`src/rtl/dc_axi_rd_master_if.sv`:
```
// AXI4 read-address and read-data channel bundle used by the data-cache line-fill master.
// Signals: AR channel (arid, araddr, arlen, arsize, arburst, arvalid/arready),
//          R channel (rdata, rresp, rlast, rvalid/rready). rid is not carried (not checked).
interface dc_axi_rd_master_if #(
  parameter int ID_W = 4
);
  logic [ID_W-1:0] arid;
  logic [31:0]     araddr;
  logic [7:0]      arlen;
  logic [2:0]      arsize;
  logic [1:0]      arburst;
  logic            arvalid;
  logic            arready;
  logic [31:0]     rdata;
  logic [1:0]      rresp;
  logic            rlast;
  logic            rvalid;
  logic            rready;

  modport master (
    output arid, araddr, arlen, arsize, arburst, arvalid, rready,
    input  arready, rdata, rresp, rlast, rvalid
  );

  modport slave (
    input  arid, araddr, arlen, arsize, arburst, arvalid, rready,
    output arready, rdata, rresp, rlast, rvalid
  );
endinterface

```
`src/rtl/dc_axi_rd_master.sv`:
```
// Purpose : D-cache line fill; one AXI4 INCR burst of 4x32b beats assembled into a 128b line.
// Latency : request -> arvalid next cycle; line pulse the cycle after the 4th beat (or timeout).
// Backpr. : one outstanding fill; requests while busy are dropped; AR stall unbounded, R gaps watchdogged.
// Ports   : clk, rst_n (sync, active low); dcr_start_rq/dcr_rin_addr from the LSU miss FSM;
//           rdat_m_data/rdat_m_valid/finish_mrd/busy/rd_err back to the LSU and cache RAM;
//           axi (master modport) carries the AR and R channels.
module dc_axi_rd_master #(
  parameter int ID_W    = 4,
  parameter int ARID_V  = 0,
  parameter int TMO_CYC = 1023
) (
  input  logic                  clk,
  input  logic                  rst_n,
  input  logic                  dcr_start_rq,
  input  logic [31:0]           dcr_rin_addr,
  output logic [127:0]          rdat_m_data,
  output logic                  rdat_m_valid,
  output logic                  finish_mrd,
  output logic                  busy,
  output logic                  rd_err,
  dc_axi_rd_master_if.master    axi
);

  // tmo only has to reach TMO_CYC-1; abort is taken on the TMO_CYC-th consecutive idle cycle.
  localparam int TMO_W = (TMO_CYC > 1) ? $clog2(TMO_CYC) : 1;
  localparam logic [TMO_W-1:0] TMO_LIM = TMO_W'(TMO_CYC - 1);

  typedef enum logic [1:0] {
    S_IDLE = 2'd0,
    S_ADDR = 2'd1,
    S_DATA = 2'd2,
    S_DONE = 2'd3
  } state_t;

  state_t            state;
  state_t            state_nxt;
  logic [31:0]       araddr_q;
  logic [1:0]        beat;
  logic [TMO_W-1:0]  tmo;
  logic              tmo_hit;
  logic              last_beat;
  logic              unused_addr_lsb;

  // Line offset bits are irrelevant: the fill always starts at the line base.
  assign unused_addr_lsb = ^dcr_rin_addr[3:0];

  assign tmo_hit   = (TMO_CYC != 0) && (tmo == TMO_LIM) && !axi.rvalid;
  assign last_beat = (beat == 2'd3);

  // Fixed burst shape: 4 beats, 4 bytes each, incrementing.
  assign axi.arid    = ID_W'(ARID_V);
  assign axi.araddr  = araddr_q;
  assign axi.arlen   = 8'd3;
  assign axi.arsize  = 3'b010;
  assign axi.arburst = 2'b01;

  // State register
  always_ff @(posedge clk) begin
    if (!rst_n) begin
      state <= S_IDLE;
    end else begin
      state <= state_nxt;
    end
  end

  // Next-state logic
  always_comb begin
    state_nxt = state;
    case (state)
      S_IDLE: if (dcr_start_rq) state_nxt = S_ADDR;
      S_ADDR: if (axi.arready) state_nxt = S_DATA;
      S_DATA: begin
        // Early rlast is flagged but never ends the burst; only the 4th beat completes it.
        if (axi.rvalid && last_beat) begin
          state_nxt = S_DONE;
        end else if (tmo_hit) begin
          state_nxt = S_DONE;
        end
      end
      S_DONE: state_nxt = S_IDLE;
      default: state_nxt = S_IDLE;
    endcase
  end

  // Moore outputs decoded from state
  always_comb begin
    axi.arvalid  = 1'b0;
    axi.rready   = 1'b0;
    rdat_m_valid = 1'b0;
    finish_mrd   = 1'b0;
    busy         = 1'b1;
    case (state)
      S_IDLE: busy = 1'b0;
      S_ADDR: axi.arvalid = 1'b1;
      S_DATA: axi.rready = 1'b1;
      S_DONE: begin
        rdat_m_valid = 1'b1;
        finish_mrd   = 1'b1;
      end
      default: busy = 1'b0;
    endcase
  end

  // Datapath: address latch, line assembly, beat/timeout counters, sticky error
  always_ff @(posedge clk) begin
    if (!rst_n) begin
      araddr_q    <= 32'h0;
      rdat_m_data <= 128'h0;
      beat        <= 2'd0;
      tmo         <= '0;
      rd_err      <= 1'b0;
    end else begin
      case (state)
        S_IDLE: begin
          if (dcr_start_rq) begin
            araddr_q    <= {dcr_rin_addr[31:4], 4'h0};
            rdat_m_data <= 128'h0;
            beat        <= 2'd0;
          end
        end
        S_ADDR: begin
          if (axi.arready) begin
            tmo <= '0;
          end
        end
        S_DATA: begin
          if (axi.rvalid) begin
            rdat_m_data[{beat, 5'b0} +: 32] <= axi.rdata;
            beat <= beat + 2'd1;
            tmo  <= '0;
            if ((axi.rresp != 2'b00) || (last_beat != axi.rlast)) begin
              rd_err <= 1'b1;
            end
          end else if (tmo_hit) begin
            rd_err <= 1'b1;
          end else if (TMO_CYC != 0) begin
            tmo <= tmo + 1'b1;
          end
        end
        default: ;
      endcase
    end
  end

endmodule

```
`src/flat_wrapper.sv`:
```
// flat-port wrapper written by rule: the top's interface ports become plain ports
module dc_axi_rd_master_flat 
#(
  parameter int ID_W    = 4,
  parameter int ARID_V  = 0,
  parameter int TMO_CYC = 1023
)
  (clk, rst_n, dcr_start_rq, dcr_rin_addr, rdat_m_data, rdat_m_valid, finish_mrd, busy, rd_err, axi_arid, axi_araddr, axi_arlen, axi_arsize, axi_arburst, axi_arvalid, axi_rready, axi_arready, axi_rdata, axi_rresp, axi_rlast, axi_rvalid);
  dc_axi_rd_master_if #(.ID_W(ID_W)) axi_i ();
  input  logic clk;
  input  logic rst_n;
  input  logic dcr_start_rq;
  input  logic [31:0] dcr_rin_addr;
  output logic [127:0] rdat_m_data;
  output logic rdat_m_valid;
  output logic finish_mrd;
  output logic busy;
  output logic rd_err;
  output wire logic [$bits(axi_i.arid)-1:0] axi_arid;
  output wire logic [$bits(axi_i.araddr)-1:0] axi_araddr;
  output wire logic [$bits(axi_i.arlen)-1:0] axi_arlen;
  output wire logic [$bits(axi_i.arsize)-1:0] axi_arsize;
  output wire logic [$bits(axi_i.arburst)-1:0] axi_arburst;
  output wire logic [$bits(axi_i.arvalid)-1:0] axi_arvalid;
  output wire logic [$bits(axi_i.rready)-1:0] axi_rready;
  input wire logic [$bits(axi_i.arready)-1:0] axi_arready;
  input wire logic [$bits(axi_i.rdata)-1:0] axi_rdata;
  input wire logic [$bits(axi_i.rresp)-1:0] axi_rresp;
  input wire logic [$bits(axi_i.rlast)-1:0] axi_rlast;
  input wire logic [$bits(axi_i.rvalid)-1:0] axi_rvalid;
  assign axi_arid = axi_i.arid;
  assign axi_araddr = axi_i.araddr;
  assign axi_arlen = axi_i.arlen;
  assign axi_arsize = axi_i.arsize;
  assign axi_arburst = axi_i.arburst;
  assign axi_arvalid = axi_i.arvalid;
  assign axi_rready = axi_i.rready;
  assign axi_i.arready = axi_arready;
  assign axi_i.rdata = axi_rdata;
  assign axi_i.rresp = axi_rresp;
  assign axi_i.rlast = axi_rlast;
  assign axi_i.rvalid = axi_rvalid;
  dc_axi_rd_master #(.ID_W(ID_W), .ARID_V(ARID_V), .TMO_CYC(TMO_CYC)) u_core (.clk(clk), .rst_n(rst_n), .dcr_start_rq(dcr_start_rq), .dcr_rin_addr(dcr_rin_addr), .rdat_m_data(rdat_m_data), .rdat_m_valid(rdat_m_valid), .finish_mrd(finish_mrd), .busy(busy), .rd_err(rd_err), .axi(axi_i));
endmodule
```
`config.mk`:
```
export PLATFORM = sky130hd
export DESIGN_NAME = dc_axi_rd_master_flat
export DESIGN_NICKNAME = d
export VERILOG_FILES = /design/src/rtl/dc_axi_rd_master_if.sv /design/src/rtl/dc_axi_rd_master.sv /design/src/flat_wrapper.sv
export SDC_FILE = /design/constraint.sdc
export NUM_CORES = 1
export LEC_CHECK = 0
export CAP_MARGIN = 20
export CORE_UTILIZATION = 40
export CTS_CLUSTER_DIAMETER = 200
export CTS_CLUSTER_SIZE = 28
export DETAILED_ROUTE_END_ITERATION = 10
export MAX_ROUTING_LAYER = met4
export PLACE_DENSITY = 0.72
export RECOVER_POWER = 50
export SYNTH_ARGS = -nofsm -noshare
export SYNTH_HDL_FRONTEND = slang
export SYNTH_SLANG_ARGS = --single-unit
```
`constraint.sdc`:
```
create_clock -name clk -period 2.6 [get_ports clk]
set_clock_uncertainty 0.15 [all_clocks]
set_input_delay 0.78 -clock clk [delete_from_list [all_inputs] [get_ports clk]]
set_output_delay 0.78 -clock clk [all_outputs]
set_load 0.01 [all_outputs]
```
==> flow_summary.yaml <==
synthesis:
  synth_area_sq_um: 6780
  ys.flop_type: "dfxtp_1"
  ys_top_cells_by_area: "dfxtp_1 (50%), a21oi_1 (12%), nand2_1 (11%)"
  synth_edf_count: 0
  yosys_warnings: 0
  synth_commonest_cells: "nand2_1 (194), dfxtp_1 (171), a21oi_1 (164), nand3_1 (130), clkbuf_1 (48)"
  synth_top_area_share_pct: 50.5
  async_flop_share_pct: 0
  synth_seq_cells: 171
  synthCells: 851
  synth_most_common_cell: "nand2_1"
  synth-seq-area-share_pct: 50.5
  yosysTopAreaCell: "dfxtp_1"
  ys_types: 41
  avgSynthCellArea_sq_um: 7.97
critical_path:
  worstPathMaxFanout: 4
  slowest_stage: "clkdlybuf4s50_1"
  path_delay_family: "buffers and inverters"
  slowest_delay_ns: 0.55
  worstPathArrival_ns: 1.56
  r2r-end: "u_core.tmo[1]"
  worstRegToRegCells: 8
  worstSetupPathType: "reg -> out"
  cp-start-kind: "register"
  worst-endpoint-required_ns: 1.67
  r2r-start: "u_core.state[0]"
  worstPathBufferInverterCount: 1
  r2r_slack_ns: 0.27
  path_cells: "ha_1 -> clkdlybuf4s50_1"
  endpoint_kind: "primary output"
  crit_start: "u_core.state[1]"
min_path:
  hold_depth: 2
  hp-class: "reg -> reg"
  min_from: "u_core.rdat_m_data[0]"
  min_to: "u_core.rdat_m_data[0]"
sta:
  period_minus_slack_ns: 2.49
  rsz0062_at_grt: "no"
  maxSlewViolCount: 0
  fmax_mhz: 401
  worst_pin_slew_ns: 0.651
  setup_ws_ns: 0.108
  fin_crit_sh_pct: 95.8
  slew_headroom_pct: 56.3
  final-setup-viol-count: 0
  hold_violations: 0
grt:
  antenna_found_initial: 0
  grtUsageTotal_pct: 25.0
  grt_overflow_total: 0
  grt_first_pass_wirelength_mm: 33.4
  grt_pass1_vias: 6353
  grt_max_degree: 81
detailed_routing:
  drc: 0
  vias: 6803
  dr.pass1.iters: 4
  wl_per_cell_um: 16.2
  vias_per_cell: 5.23
  initialDrtViolationCount: 512
  wl_mm: 21.1
  ant_nets: 0
layout:
  nets: 1151
  num-fill-cells: 1497
  fin_util_pct: 60.6
  final_cells: 1300
  antennaDiodeCount: 0
  stdcell_area_sq_um: 10000
  drive_above_1_share_pct: 7.22
  syn2layout_area_growth_pct: 48.1
pwr:
  leakagePower_nw: 3.82
  vdd_drop_max_mv: 0.544
  power_w: 0.00807
  power_density_nw_per_um2: 804
placed_design:
  gp_congestion: 0.866
  dp_slack_ns: -0.177
  place.port_buffers: 229
  dpl.hpwl_mm: 14.3
  place_area_sq_um: 9450
  dp_cells: 1268
die:
  die_y_um: 132
  die_width_um: 132
  core_area_sq_um: 16600
  ios: 255
  start_util_pct: 40.9
  rows: 47
  fp.dieArea_sq_um: 17500
clock_network:
  cts_root_buf: "clkbuf_16"
  cts.sinks: 171
  post-cts-setup-buffer-count: 0
  ctsLongestPathBuffers: 2
  clk_pin_slew_ns: 0.06
  cts_tree: "done"
  cts-buffers-inserted: 17
  h-tree-depth: 4
  clk_latency_ns: 0.42
run:
  maxCapViolCount: 0
status:
  outcome: "completed"
[worst reg2reg max path, stage by stage, from the launching register on]
cell	delay [ns]
dfxtp_1	0.33
inv_1	0.11
ha_2	0.26
buf_4	0.25
nand2b_1	0.10
nor4_1	0.56
clkbuf_1	0.24
o21ai_0	0.10
a21oi_1	0.16
[how the worst max path moves through the flow]
stage | to | slack [ns] | cells after the start
after floorplan | u_core.rdat_m_data[12] | 0.38 | 9
after CTS | finish_mrd | 0.09 | 2
final | finish_mrd | 0.11 | 2
after global placement | u_core.rdat_m_data[72] | -0.15 | 7
after detailed placement | u_core.rdat_m_data[82] | -0.18 | 7
after global routing | finish_mrd | 0.02 | 2
[cell families (layout without fill, tap and decap cells)]
family / after synthesis / in the layout / synth area share, %
AO/OA/AOI/OAI: 193 / 193 / 15.2
AND/OR/NAND/NOR: 369 / 369 / 24.4
XOR/XNOR: 1 / 1 / 0.129
flip-flops: 171 / 171 / 50.5
other: 2 / 21 / 0.111
buffers and inverters: 100 / 310 / 7.03
multiplexers: 3 / 3 / 0.443
adder cells (fa/ha/maj): 12 / 12 / 2.21
[per-stage QoR]
step | setup TNS [ns] | hold slack (ns)
global route | 0 | 0.314
CTS | 0 | 0.301
global placement | -14.77 | 0.284
finish | 0 | 0.295
floorplan | 0 | 0.320
detailed placement | -16.06 | 0.292
[placed cells by master (no fill, tap or decap), drive strengths merged, types with 3 or more instances in the layout]
cell	netlist	final
nor3	7	7
dlygate4sd3	0	129
a21oi	164	164
a211oi	3	3
clkdlybuf4s50	0	97
inv	13	17
clkinv	1	3
mux2i	3	3
buf	38	31
a31oi	3	3
clkinvlp	0	3
dlygate4sd2	0	3
conb	2	21
nand2b	4	4
nand4	7	7
dfxtp	171	171
ha	12	12
clkbuf	48	24
nand3	130	130
a211o	3	3
nor2	9	9
or4	5	5
o21ai	9	9
bufinv	0	3
nand2	194	194
[registers in the layout, indices dropped and copies added (netlist names)]
name and cells:
u_core.state 2, u_core.rdat_m_data 128, u_core.tmo 10, u_core.rd_err 1
u_core.axi.araddr 28, u_core.beat 2
[layer usage]
| metal | global-route usage [%] | part of all wire (%) |
|---|---|---|
| met1 | 30.5 | 43 |
| met2 | 40.4 | 48 |
| met3 | 5.88 | 7.7 |
| met4 | 8.62 | 1.7 |
| met5 | - | 0 |
[where the power goes]
group / switching, W / internal, W / total (W) / leakage [nW]
registers: 0.0000745 / 0.00276 / 0.00283 / 1.38
logic: 0.00168 / 0.000930 / 0.00261 / 2.15
clock network: 0.00108 / 0.00155 / 0.00263 / 0.288
total: 0.00284 / 0.00524 / 0.00807 / 3.82
[repair_timing]
| action | in CTS | in global routing |
|---|---|---|
| hold buffers | 0 | 0 |
| setup endpoints to repair | 3 | 0 |
| endpoints found under the hold margin | 0 | 0 |
| resized for setup | 5 | 0 |
[area by class of cell]
type                       count  area, sq um  area share [%]
clock buffer                  20          447            4.45
clock inverter                12          161            1.61
inverter                      14         55.1           0.548
multi-input combinational    599         3020            30.1
sequential                   171         3420            34.1
tap                          220          275            2.74
timing repair buffer         264         2660            26.5
Note: power is estimated with default switching activity, not from simulation.
